===== src/rtl/read_fwft_if.sv =====
`default_nettype none
// +----------------------------------------------------------------------------+
// | read_fwft_if : read-side bus of the FWFT output stage (empty flag, RAM     |
// |                port, consumer stream). Optional READ_FWFT_STATS_EN count.  |
// | Revision     : 1.0                                                         |
// +----------------------------------------------------------------------------+
interface read_fwft_if #(
  parameter int DATA_WIDTH = 8
);
  logic                  flag_empty;
  logic [DATA_WIDTH-1:0] mem_rdata;
  logic                  r_en;
  logic [DATA_WIDTH-1:0] dout;
  logic                  dout_valid;
  logic                  dout_ready;
`ifdef READ_FWFT_STATS_EN
  logic [15:0]           rd_word_cnt;
`endif

  // master: the FWFT stage itself; slave: the surrounding FIFO and consumer
  modport master (
    input  flag_empty,
    input  mem_rdata,
    input  dout_ready,
    output r_en,
    output dout,
`ifdef READ_FWFT_STATS_EN
    output rd_word_cnt,
`endif
    output dout_valid
  );

  modport slave (
    output flag_empty,
    output mem_rdata,
    output dout_ready,
    input  r_en,
    input  dout,
`ifdef READ_FWFT_STATS_EN
    input  rd_word_cnt,
`endif
    input  dout_valid
  );
endinterface
`default_nettype wire


===== src/rtl/read_fwft.sv =====
`default_nettype none
// +----------------------------------------------------------------------------+
// | read_fwft : first-word-fall-through stage with 2-entry skid buffer behind  |
// |             a 1-cycle-latency RAM read. Option READ_FWFT_STATS_EN adds a   |
// |             saturating delivered-word counter.                             |
// | Revision  : 1.0                                                            |
// +----------------------------------------------------------------------------+
module read_fwft #(
  parameter int DATA_WIDTH = 8
) (
  input  logic         r_clk,
  input  logic         r_rst,
  read_fwft_if.master  bus
);

  logic [DATA_WIDTH-1:0] r_slot0;
  logic [DATA_WIDTH-1:0] r_slot1;
  logic                  r_slot0_v;
  logic                  r_slot1_v;
  logic                  r_inflight;

  logic                  w_pop;
  logic                  w_issue;
  logic [2:0]            w_pending;

  assign w_pop = r_slot0_v & bus.dout_ready;

  // Words already owned after this cycle: buffered + inflight - leaving now.
  // Issuing only when that is <= 1 keeps buffered words at most 2.
  assign w_pending = {2'b00, r_slot0_v} + {2'b00, r_slot1_v}
                   + {2'b00, r_inflight} - {2'b00, w_pop};
  assign w_issue   = !r_rst && !bus.flag_empty && (w_pending <= 3'd1);

  assign bus.r_en       = w_issue;
  assign bus.dout       = r_slot0;
  assign bus.dout_valid = r_slot0_v;

  always_ff @(posedge r_clk or posedge r_rst) begin
    if (r_rst) begin
      r_slot0    <= '0;
      r_slot1    <= '0;
      r_slot0_v  <= 1'b0;
      r_slot1_v  <= 1'b0;
      r_inflight <= 1'b0;
    end else begin
      r_inflight <= w_issue;
      if (!w_pop) begin
        if (r_inflight) begin
          if (!r_slot0_v) begin
            r_slot0   <= bus.mem_rdata;
            r_slot0_v <= 1'b1;
          end else begin
            r_slot1   <= bus.mem_rdata;
            r_slot1_v <= 1'b1;
          end
        end
      end else if (r_slot1_v) begin
        r_slot0   <= r_slot1;
        r_slot1_v <= r_inflight;
        if (r_inflight) begin
          r_slot1 <= bus.mem_rdata;
        end
      end else begin
        r_slot0_v <= r_inflight;
        if (r_inflight) begin
          r_slot0 <= bus.mem_rdata;
        end
      end
    end
  end

`ifdef READ_FWFT_STATS_EN
  logic [15:0] r_word_cnt;

  always_ff @(posedge r_clk or posedge r_rst) begin
    if (r_rst) begin
      r_word_cnt <= '0;
    end else if (w_pop && (r_word_cnt != 16'hFFFF)) begin
      r_word_cnt <= r_word_cnt + 16'd1;
    end
  end

  assign bus.rd_word_cnt = r_word_cnt;
`endif

endmodule
`default_nettype wire


===== src/flat_wrapper.sv =====
// flat-port wrapper written by rule: the top's interface ports become plain ports
module read_fwft_flat 
#(
  parameter int DATA_WIDTH = 8
)
  (r_clk, r_rst, bus_flag_empty, bus_mem_rdata, bus_dout_ready, bus_r_en, bus_dout, bus_dout_valid);
  read_fwft_if #(.DATA_WIDTH(DATA_WIDTH)) bus_i ();
  input  logic r_clk;
  input  logic r_rst;
  input wire logic [$bits(bus_i.flag_empty)-1:0] bus_flag_empty;
  input wire logic [$bits(bus_i.mem_rdata)-1:0] bus_mem_rdata;
  input wire logic [$bits(bus_i.dout_ready)-1:0] bus_dout_ready;
  output wire logic [$bits(bus_i.r_en)-1:0] bus_r_en;
  output wire logic [$bits(bus_i.dout)-1:0] bus_dout;
  output wire logic [$bits(bus_i.dout_valid)-1:0] bus_dout_valid;
  assign bus_i.flag_empty = bus_flag_empty;
  assign bus_i.mem_rdata = bus_mem_rdata;
  assign bus_i.dout_ready = bus_dout_ready;
  assign bus_r_en = bus_i.r_en;
  assign bus_dout = bus_i.dout;
  assign bus_dout_valid = bus_i.dout_valid;
  read_fwft #(.DATA_WIDTH(DATA_WIDTH)) u_core (.r_clk(r_clk), .r_rst(r_rst), .bus(bus_i));
endmodule

===== config.mk =====
export PLATFORM = sky130hd
export DESIGN_NAME = read_fwft_flat
export DESIGN_NICKNAME = d
export VERILOG_FILES = /design/src/rtl/read_fwft_if.sv /design/src/rtl/read_fwft.sv /design/src/flat_wrapper.sv
export SDC_FILE = /design/constraint.sdc
export NUM_CORES = 1
export LEC_CHECK = 0
export ABC_AREA = 1
export CORE_ASPECT_RATIO = 0.75
export CORE_UTILIZATION = 35
export CTS_BUF_LIST = sky130_fd_sc_hd__clkbuf_4 sky130_fd_sc_hd__clkbuf_8
export DETAILED_ROUTE_END_ITERATION = 7
export DONT_BUFFER_PORTS = 1
export MAX_ROUTING_LAYER = met4
export PLACE_DENSITY_LB_ADDON = 0.12
export SLEW_MARGIN = 20
export SYNTH_ARGS = -nofsm -noshare
export SYNTH_HDL_FRONTEND = slang
export SYNTH_SLANG_ARGS = --single-unit

===== constraint.sdc =====
create_clock -name r_clk -period 2.4 [get_ports r_clk]
set_input_delay 0.6 -clock r_clk [delete_from_list [all_inputs] [get_ports r_clk]]
set_output_delay 0.6 -clock r_clk [all_outputs]
set_load 0.01 [all_outputs]

After elaboration in Yosys (flattened, before gate mapping):

Index checks and enable logic that the tools add are counted.

* $add $sub $neg: 3
* order comparisons: 1
* equality and inequality tests: 4
* muxes and demuxes: 16
* bitwise gates (word level): 1
* reductions and logical operators: 11

Operators by type and width (count)
* two-way mux 8 bit: 9
* two-way mux 1 bit: 7
* != test 2 bit (second input constant): 3
* nonzero test 2 bit: 3
* AND reduction 2 bit: 2
* AND reduction 4 bit: 1
* adder 3 x 1 -> 3 bit: 1
* <= comparator 3 x 1 -> 1 bit (second input constant): 1
* AND reduction 3 bit: 1
* subtractor 3 x 1 -> 3 bit: 1
* adder 1 x 1 -> 2 bit: 1
* logical AND 1 bit: 2
* zero test 1 bit: 2
* != test 2 x 1 -> 1 bit (second input constant): 1
* AND 1 bit: 1

* register bits after elaboration: 19
* output and inout port bits: 10
* word-level logic and storage cells: 41

Logic depth before layout (Yosys ltp):

Gate-level depths: netlist (run 1).

* depth in word-level cells: 5
* depth in mapped cells: 8
* mapped depth without buffers: 8

Worst setup path after synthesis (run 1):

Ideal clock, no wire load.

* path kind: input-to-output
* start point: input port bus_dout_ready
* end point: output port bus_r_en
* data arrival time: 1.576 ns
* required time: 1.800 ns
* slack: 0.224 ns
* stages on the path: 8
* buffers on the path: 0
* cell sequence: nand2_1 > ha_1 > ha_1 > inv_1 > nand2_1 > nand2_1 > nand2_1 > a21oi_1

* cells in the longest elaborated chain, start to end: 4

Ends and longest elaborated chain
* start, declared: line flat_wrapper.sv:12 `input wire logic [$bits(bus_i.dout_ready)-1:0] bus_dout_ready;`
* AND 1 bit: line read_fwft.sv:26 `assign w_pop = r_slot0_v & bus.dout_ready;`
* subtractor 3 x 1 -> 3 bit: line read_fwft.sv:31 `+ {2'b00, r_inflight} - {2'b00, w_pop};`
* <= comparator 3 x 1 -> 1 bit: line read_fwft.sv:32 `assign w_issue = !r_rst && !bus.flag_empty && (w_pending <= 3'd1);`
* logical AND 1 bit: line read_fwft.sv:32
* end, declared: line flat_wrapper.sv:13 `output wire logic [$bits(bus_i.r_en)-1:0] bus_r_en;`

Every way passes these cells.

Worst setup path in the final report (run 1):

* start point: register u_core.r_inflight
* end point: output port bus_r_en

* cells in the longest elaborated chain, start to end: 4

Ends and longest elaborated chain
* start, declared: line read_fwft.sv:20 `logic r_inflight;`
* start signal, assigned: line read_fwft.sv:46 `r_inflight <= w_issue;`
* adder 3 x 1 -> 3 bit: line read_fwft.sv:31
* subtractor 3 x 1 -> 3 bit: line read_fwft.sv:31
* <= comparator 3 x 1 -> 1 bit: line read_fwft.sv:32
* logical AND 1 bit: line read_fwft.sv:32

Every way passes these cells.

==> results of run 1 <==
## worst reg2reg max path: stages (launching register included)
cell and delay (ps):
dfrtp_1 390, inv_2 70, ha_1 290, ha_1 220, inv_1 60, nand2_1 60, nand2_1 70, nand2_1 60
a21oi_2 210
## state kept, by name, indices dropped and copies added, names as in the netlist
name / flops
u_core.bus.dout_valid: 1
u_core.bus.dout: 8
u_core.r_slot1: 8
u_core.r_slot1_v: 1
u_core.r_inflight: 1
## per-layer routing
metal | up-vias | global-route usage | routed length [um]
met1 | 326 | 0.202 | 1060
met4 | 0 | 0.0341 | 21
li1 | 404 | - | -
met3 | 4 | 0.0566 | 93
met2 | 16 | 0.183 | 746
met5 | - | - | 0
## how the worst max path moves through the flow
| stage | startpoint | endpoint | cells past startpoint |
|---|---|---|---|
| after detailed placement | bus_dout_ready | bus_r_en | 8 |
| after global placement | bus_dout_ready | bus_r_en | 8 |
| final | u_core.r_inflight$_DFF_PP0_ | bus_r_en | 8 |
| after CTS | u_core.r_inflight$_DFF_PP0_ | bus_r_en | 8 |
| after global routing | u_core.bus.dout_valid$_DFFE_PP0P_ | bus_r_en | 8 |
| after floorplan | bus_dout_ready | bus_r_en | 8 |
## per-stage QoR
step | area, um2 | utilization | hold WS, ps
after floorplan | 1010 | - | 455
after global placement | 1050 | 0.392 | 465
after detailed placement | 1050 | 0.392 | 468
after CTS | 1100 | 0.410 | 384
after global routing | 1100 | 0.411 | 419
final | 1100 | 0.411 | 346
## power breakdown
group          internal [mW]  leakage, nW  total, mW  switching (mW)
Combinational          0.187        0.334      0.510           0.323
Clock                  0.115       0.0255      0.225           0.109
Sequential             0.467        0.238      0.592           0.125
## logic make-up after synthesis
group           after synthesis  synth area share
simple gates                 71             0.309
buf+inv                      26             0.104
flops                        19             0.470
compound gates               10            0.0792
fa+ha+maj                     3            0.0371
## cell usage after synthesis, drive strengths merged
cell   instances  area share
buf            1       0.011
nand3         13       0.082
dfrtp         19        0.47
a21oi          1      0.0049
o21ai          9       0.074
nor2           5       0.028
ha             3       0.037
nand2         52        0.19
or2            1      0.0062
inv           25       0.093
## final cells by class
cell class | instances | area, um2 | area share
sequential | 19 | 475 | 0.431
multi-input combinational | 84 | 434 | 0.394
inverter | 25 | 93.8 | 0.0851
tap | 36 | 45.0 | 0.0409
clock buffer | 3 | 41.3 | 0.0375
timing repair buffer | 1 | 7.51 | 0.00681
clock inverter | 1 | 5.00 | 0.00454
## placed cells by master (no fill, tap or decap)
cell,count
nand2_1,52
nand3_4,1
or2_2,1
dfrtp_1,19
clkinv_2,1
a21oi_2,1
buf_4,1
nor2_1,3
ha_1,3
nor2_4,1
nand3_2,1
o21ai_2,8
inv_2,4
nor2_2,1
nand3_1,11
clkbuf_8,3
inv_1,21
o21ai_0,1
==> impl_metrics.py, run 1 <==
metrics = {
    "run_status": {
        "status": "completed",
    },
    "critical_path": {
        "reg2reg_setup_slack_ps": 890,
        "cp-end-kind": "output port",
        "r2r_end": "u_core.r_inflight$_DFF_PP0_",
        "worst-path-max-fanout": 4,
        "rr_worst_depth": 8,
        "crit_buf_inv": 2,
        "critPathMaxStageDelay_ps": 390,
        "worstPathArrival_ps": 1670,
        "crit_type": "register to output port",
        "cpMostUsedCell": "nand2_1",
        "worst_setup_path_start_kind": "register",
        "crit_chain": "inv_2 > ha_1 > ha_1 > inv_1 > nand2_1 > nand2_1 > nand2_1 > a21oi_2",
        "reg2reg_from": "u_core.r_inflight$_DFF_PP0_",
        "required_ps": 1800,
        "slowest_stage": "dfrtp_1",
        "cp_top_family": "adder cells",
    },
    "timing": {
        "finalClockSkew_ps": 1.54,
        "final_hold_viol_count": 0,
        "tightest_slew_ps": 725,
        "setup_viol": 0,
        "fmax_mhz": 440,
        "rsz0062_at_grt": "false",
        "max-slew-margin-rel": 0.516,
        "finalWorstSetupSlack_ps": 128,
        "period_share": 0.947,
        "finalSetupTns_ps": 0,
        "min_period_ps": 2270,
        "finalMaxSlewViolations": 0,
    },
    "floorplan": {
        "rows": 16,
        "die_area_um2": 3110,
        "core_um2": 2680,
        "die_h_um": 48.5,
        "io_pins": 22,
        "die_w_um": 64.1,
        "start_util": 0.377,
    },
    "cts": {
        "clock_sinks": 19,
        "post_cts_buffers": 0,
        "cts.path.max_buffers": 2,
        "clk_pin_slew_worst_paths_ps": 70,
        "cts_hold_buf": 0,
        "cts_buffers": 3,
        "cts_tree": "done",
        "cts-root-buf": "clkbuf_8",
        "ctsResizeCount": 0,
        "clk-insertion-delay-late_ps": 260,
        "cts-htree-levels": 1,
    },
    "final_layout": {
        "area_delta_synth_final_pct": 9.03,
        "fillCellCount": 309,
        "stdcell_count": 169,
        "antennaDiodeCount": 0,
        "layout-drive-gt1-share": 0.173,
        "fin_nets": 149,
    },
    "synthesis": {
        "ys_seq_area_frac": 0.470,
        "syn_area_per_cell_um2": 7.84,
        "syn-num-nets": 144,
        "yosysWarnings": 0,
        "netlist_area_um2": 1010,
        "synth-seq-cells": 19,
        "yosys.cell_types.count": 16,
        "syn_inst": 129,
    },
    "detailed_routing": {
        "wire_per_inst_um": 11.3,
        "vias": 750,
        "vias_per_cell": 4.44,
        "drc": 0,
        "drt_iter0_markers": 32,
        "firstDrtPassIters": 4,
        "ant_nets": 0,
        "drt_wl_total_mm": 1.92,
    },
    "run": {
        "cap_violations": 0,
    },
    "power_and_ir_drop": {
        "cellLeakagePower_nw": 0.597,
        "power_mw": 1.33,
        "power_density_nw_per_um2": 1200,
        "vdd_ir_drop_max_v": 0.000440,
    },
    "placement": {
        "place_congestion": 0.797,
        "io_buffers": 0,
        "dp_cells": 165,
        "dpl.hpwl_mm": 1.46,
        "dp_worst_setup_slack_ps": 135,
    },
    "global_route": {
        "grt_pass1_vias": 681,
        "grtUsageTotal": 0.141,
        "grt_overflow": 0,
        "antenna_found_initial": 0,
        "grt_start_max_net_pins": 20,
        "grt_pass1_wl_mm": 3.19,
    },
    "min_path": {
        "hold_path.class": "primary input to asynchronous set/reset pin",
    },
}
Note: power is estimated with default switching activity, not from simulation.
==> run 2: changes to the inputs <==
--- a/config.mk
+++ b/config.mk
@@ -6,6 +6,8 @@
 export NUM_CORES = 1
 export LEC_CHECK = 0
 export ABC_AREA = 1
+export CELL_PAD_IN_SITES_DETAIL_PLACEMENT = 0
+export CELL_PAD_IN_SITES_GLOBAL_PLACEMENT = 1
 export CORE_ASPECT_RATIO = 0.75
 export CORE_UTILIZATION = 35
 export CTS_BUF_LIST = sky130_fd_sc_hd__clkbuf_4 sky130_fd_sc_hd__clkbuf_8
@@ -13,7 +15,6 @@
 export DONT_BUFFER_PORTS = 1
 export MAX_ROUTING_LAYER = met4
 export PLACE_DENSITY_LB_ADDON = 0.12
-export SLEW_MARGIN = 20
 export SYNTH_ARGS = -nofsm -noshare
 export SYNTH_HDL_FRONTEND = slang
 export SYNTH_SLANG_ARGS = --single-unit
==> run 2 against run 1 <==
Sequential share of layout area did not move. Clock power barely moved. Cell area did not move. Global-route usage rose by 0.62 points. Non-clock buffer count did not move. Clock-buffer cell count did not move.
==> impl_metrics.py, run 2 (same netlist as run 1, synthesis figures left out) <==
metrics = {
    "critical_path": {
        "cp_top_family": "adder cells",
        "crit_path_start": "u_core.bus.dout_valid$_DFFE_PP0P_",
        "reg2reg_from": "u_core.bus.dout_valid$_DFFE_PP0P_",
        "cpMostUsedCell": "nand2_1",
        "worst-path-max-fanout": 3,
        "r2r_end": "u_core.r_inflight$_DFF_PP0_",
        "worst_setup_path_start_kind": "register",
        "reg2reg_setup_slack_ps": 880,
        "crit_chain": "nand2_1 > ha_1 > ha_1 > inv_1 > nand2_1 > nand2_1 > nand2_1 > a21oi_2",
        "worstPathArrival_ps": 1680,
        "slowest_stage": "dfrtp_1",
        "crit_type": "register to output port",
        "crit_buf_inv": 1,
        "rr_worst_depth": 8,
        "cp-end-kind": "output port",
        "critPathMaxStageDelay_ps": 390,
        "required_ps": 1800,
        "cp.depth": 8,
    },
    "timing": {
        "tightest_slew_ps": 719,
        "max-slew-margin-rel": 0.520,
        "setup_viol": 0,
        "holdWs_ps": 344,
        "finalMaxSlewViolations": 0,
        "min_period_ps": 2280,
        "period_share": 0.951,
        "fmax_mhz": 438,
        "finalClockSkew_ps": 6.08,
        "final_hold_viol_count": 0,
    },
    "final_layout": {
        "fillCellCount": 296,
        "multi_input_area_um2": 434,
        "layout_common_cells": "nand2_1 (52), inv_1 (22), dfrtp_1 (19), nand3_1 (11), o21ai_2 (8)",
        "final_core_util": 0.411,
        "stdcell_count": 169,
        "layout-drive-gt1-share": 0.165,
        "fin_area_um2": 1100,
        "final_common_cell": "nand2_1",
        "antennaDiodeCount": 0,
        "area_delta_synth_final_pct": 9.03,
        "regArea_um2": 475,
        "fin_nets": 149,
    },
    "placement": {
        "post_dp_cell_area_um2": 1050,
        "place_congestion": 0.704,
        "dpl.hpwl_mm": 1.47,
        "io_buffers": 0,
        "dp_cells": 165,
    },
    "global_route": {
        "antenna_found_initial": 0,
        "grtUsageTotal": 0.147,
        "grt_overflow": 0,
        "grt_pass1_wl_mm": 3.34,
        "grt_start_max_net_pins": 20,
        "grt_pass1_vias": 695,
    },
    "power_and_ir_drop": {
        "p_int_mw": 0.768,
        "cellLeakagePower_nw": 0.597,
        "comb_power_share": 0.384,
        "power_switching_mw": 0.562,
        "pwr-share-seq": 0.446,
        "vdd_ir_drop_max_v": 0.000476,
        "clockPowerShare": 0.170,
        "p_sw_frac": 0.423,
        "power_density_nw_per_um2": 1210,
    },
    "cts": {
        "cts.path.max_buffers": 2,
        "clk_pin_slew_worst_paths_ps": 80,
        "cts-root-buf": "clkbuf_8",
        "clock_sinks": 19,
        "cts-htree-levels": 1,
        "cts_tree": "done",
        "cts_buffers": 3,
        "cts_hold_buf": 0,
        "clk-insertion-delay-late_ps": 260,
    },
    "floorplan": {
        "core_um2": 2680,
        "die_w_um": 64.1,
        "die_h_um": 48.5,
        "die_area_um2": 3110,
        "start_util": 0.377,
        "rows": 16,
        "io_pins": 22,
    },
    "detailed_routing": {
        "ant_nets": 0,
        "vias": 740,
        "wire_per_inst_um": 11.8,
        "firstDrtPassIters": 4,
        "drt_iter0_markers": 44,
        "vias_per_cell": 4.38,
        "drc": 0,
        "drt_wl_total_mm": 1.99,
    },
    "min_path": {
        "hold_path.class": "primary input to asynchronous set/reset pin",
    },
    "run_status": {
        "status": "completed",
    },
    "run": {
        "cap_violations": 0,
    },
}
## run 2: cell counts in the layout (fill, tap and decap cells not counted)
Identical to the previous run, type by type.
## run 2: worst reg2reg max path, delay by kind of cell (launching register included)
| family | cells | cell delay [ps] |
|---|---|---|
| buf+inv | 1 | 50 |
| fa+ha+maj | 2 | 490 |
| compound gates | 1 | 210 |
| simple gates | 4 | 280 |
| flops | 1 | 390 |
## run 2: how the worst max path moves through the flow
stage | to | slack (ps)
2_1_floorplan | bus_r_en | 220
3_3_place_gp | bus_r_en | 180
3_5_place_dp | bus_r_en | 160
4_1_cts | bus_r_en | 50
5_1_grt | bus_r_en | -10
6_report | bus_r_en | 120
## run 2: stage by stage
| stage | setup TNS (ps) | setup slack [ps] | total power, mW |
|---|---|---|---|
| 2_1_floorplan | 0 | 224 | 0.999 |
| 3_3_place_gp | 0 | 182 | 1.10 |
| 3_5_place_dp | 0 | 162 | 1.11 |
| 4_1_cts | 0 | 49.4 | 1.34 |
| 5_1_grt | -13.6 | -13.6 | 1.46 |
| 6_report | 0 | 117 | 1.33 |
## run 2: final cells by class
cell class                      instances  share of cell area
Tap cell                               36              0.0409
Clock inverter                          1             0.00454
Sequential cell                        19               0.431
Inverter                               25              0.0851
Multi-Input combinational cell         84               0.394
Timing Repair Buffer                    1             0.00681
Clock buffer                            3              0.0375
## run 2: timing repair
item                                    CTS  global route
gates resized for setup                   0             1
endpoints found under the setup margin    0             1
buffers inserted                          0             0
## run 2: power by group through the flow
stage / clock network [mW] / registers [mW] / logic, mW
after floorplan: 0 / 0.590 / 0.409
after global placement: 0 / 0.595 / 0.502
after detailed placement: 0 / 0.599 / 0.512
after CTS: 0.236 / 0.595 / 0.513
after global routing: 0.246 / 0.613 / 0.605
final: 0.226 / 0.594 / 0.511
## run 2: layer usage
metal / track usage / vias up / routed length, um
met3: 0.0542 / 0 / 97
met4: 0.0114 / 0 / 0
met1: 0.223 / 322 / 1150
li1: - / 399 / -
met2: 0.190 / 19 / 738
met5: - / - / 0
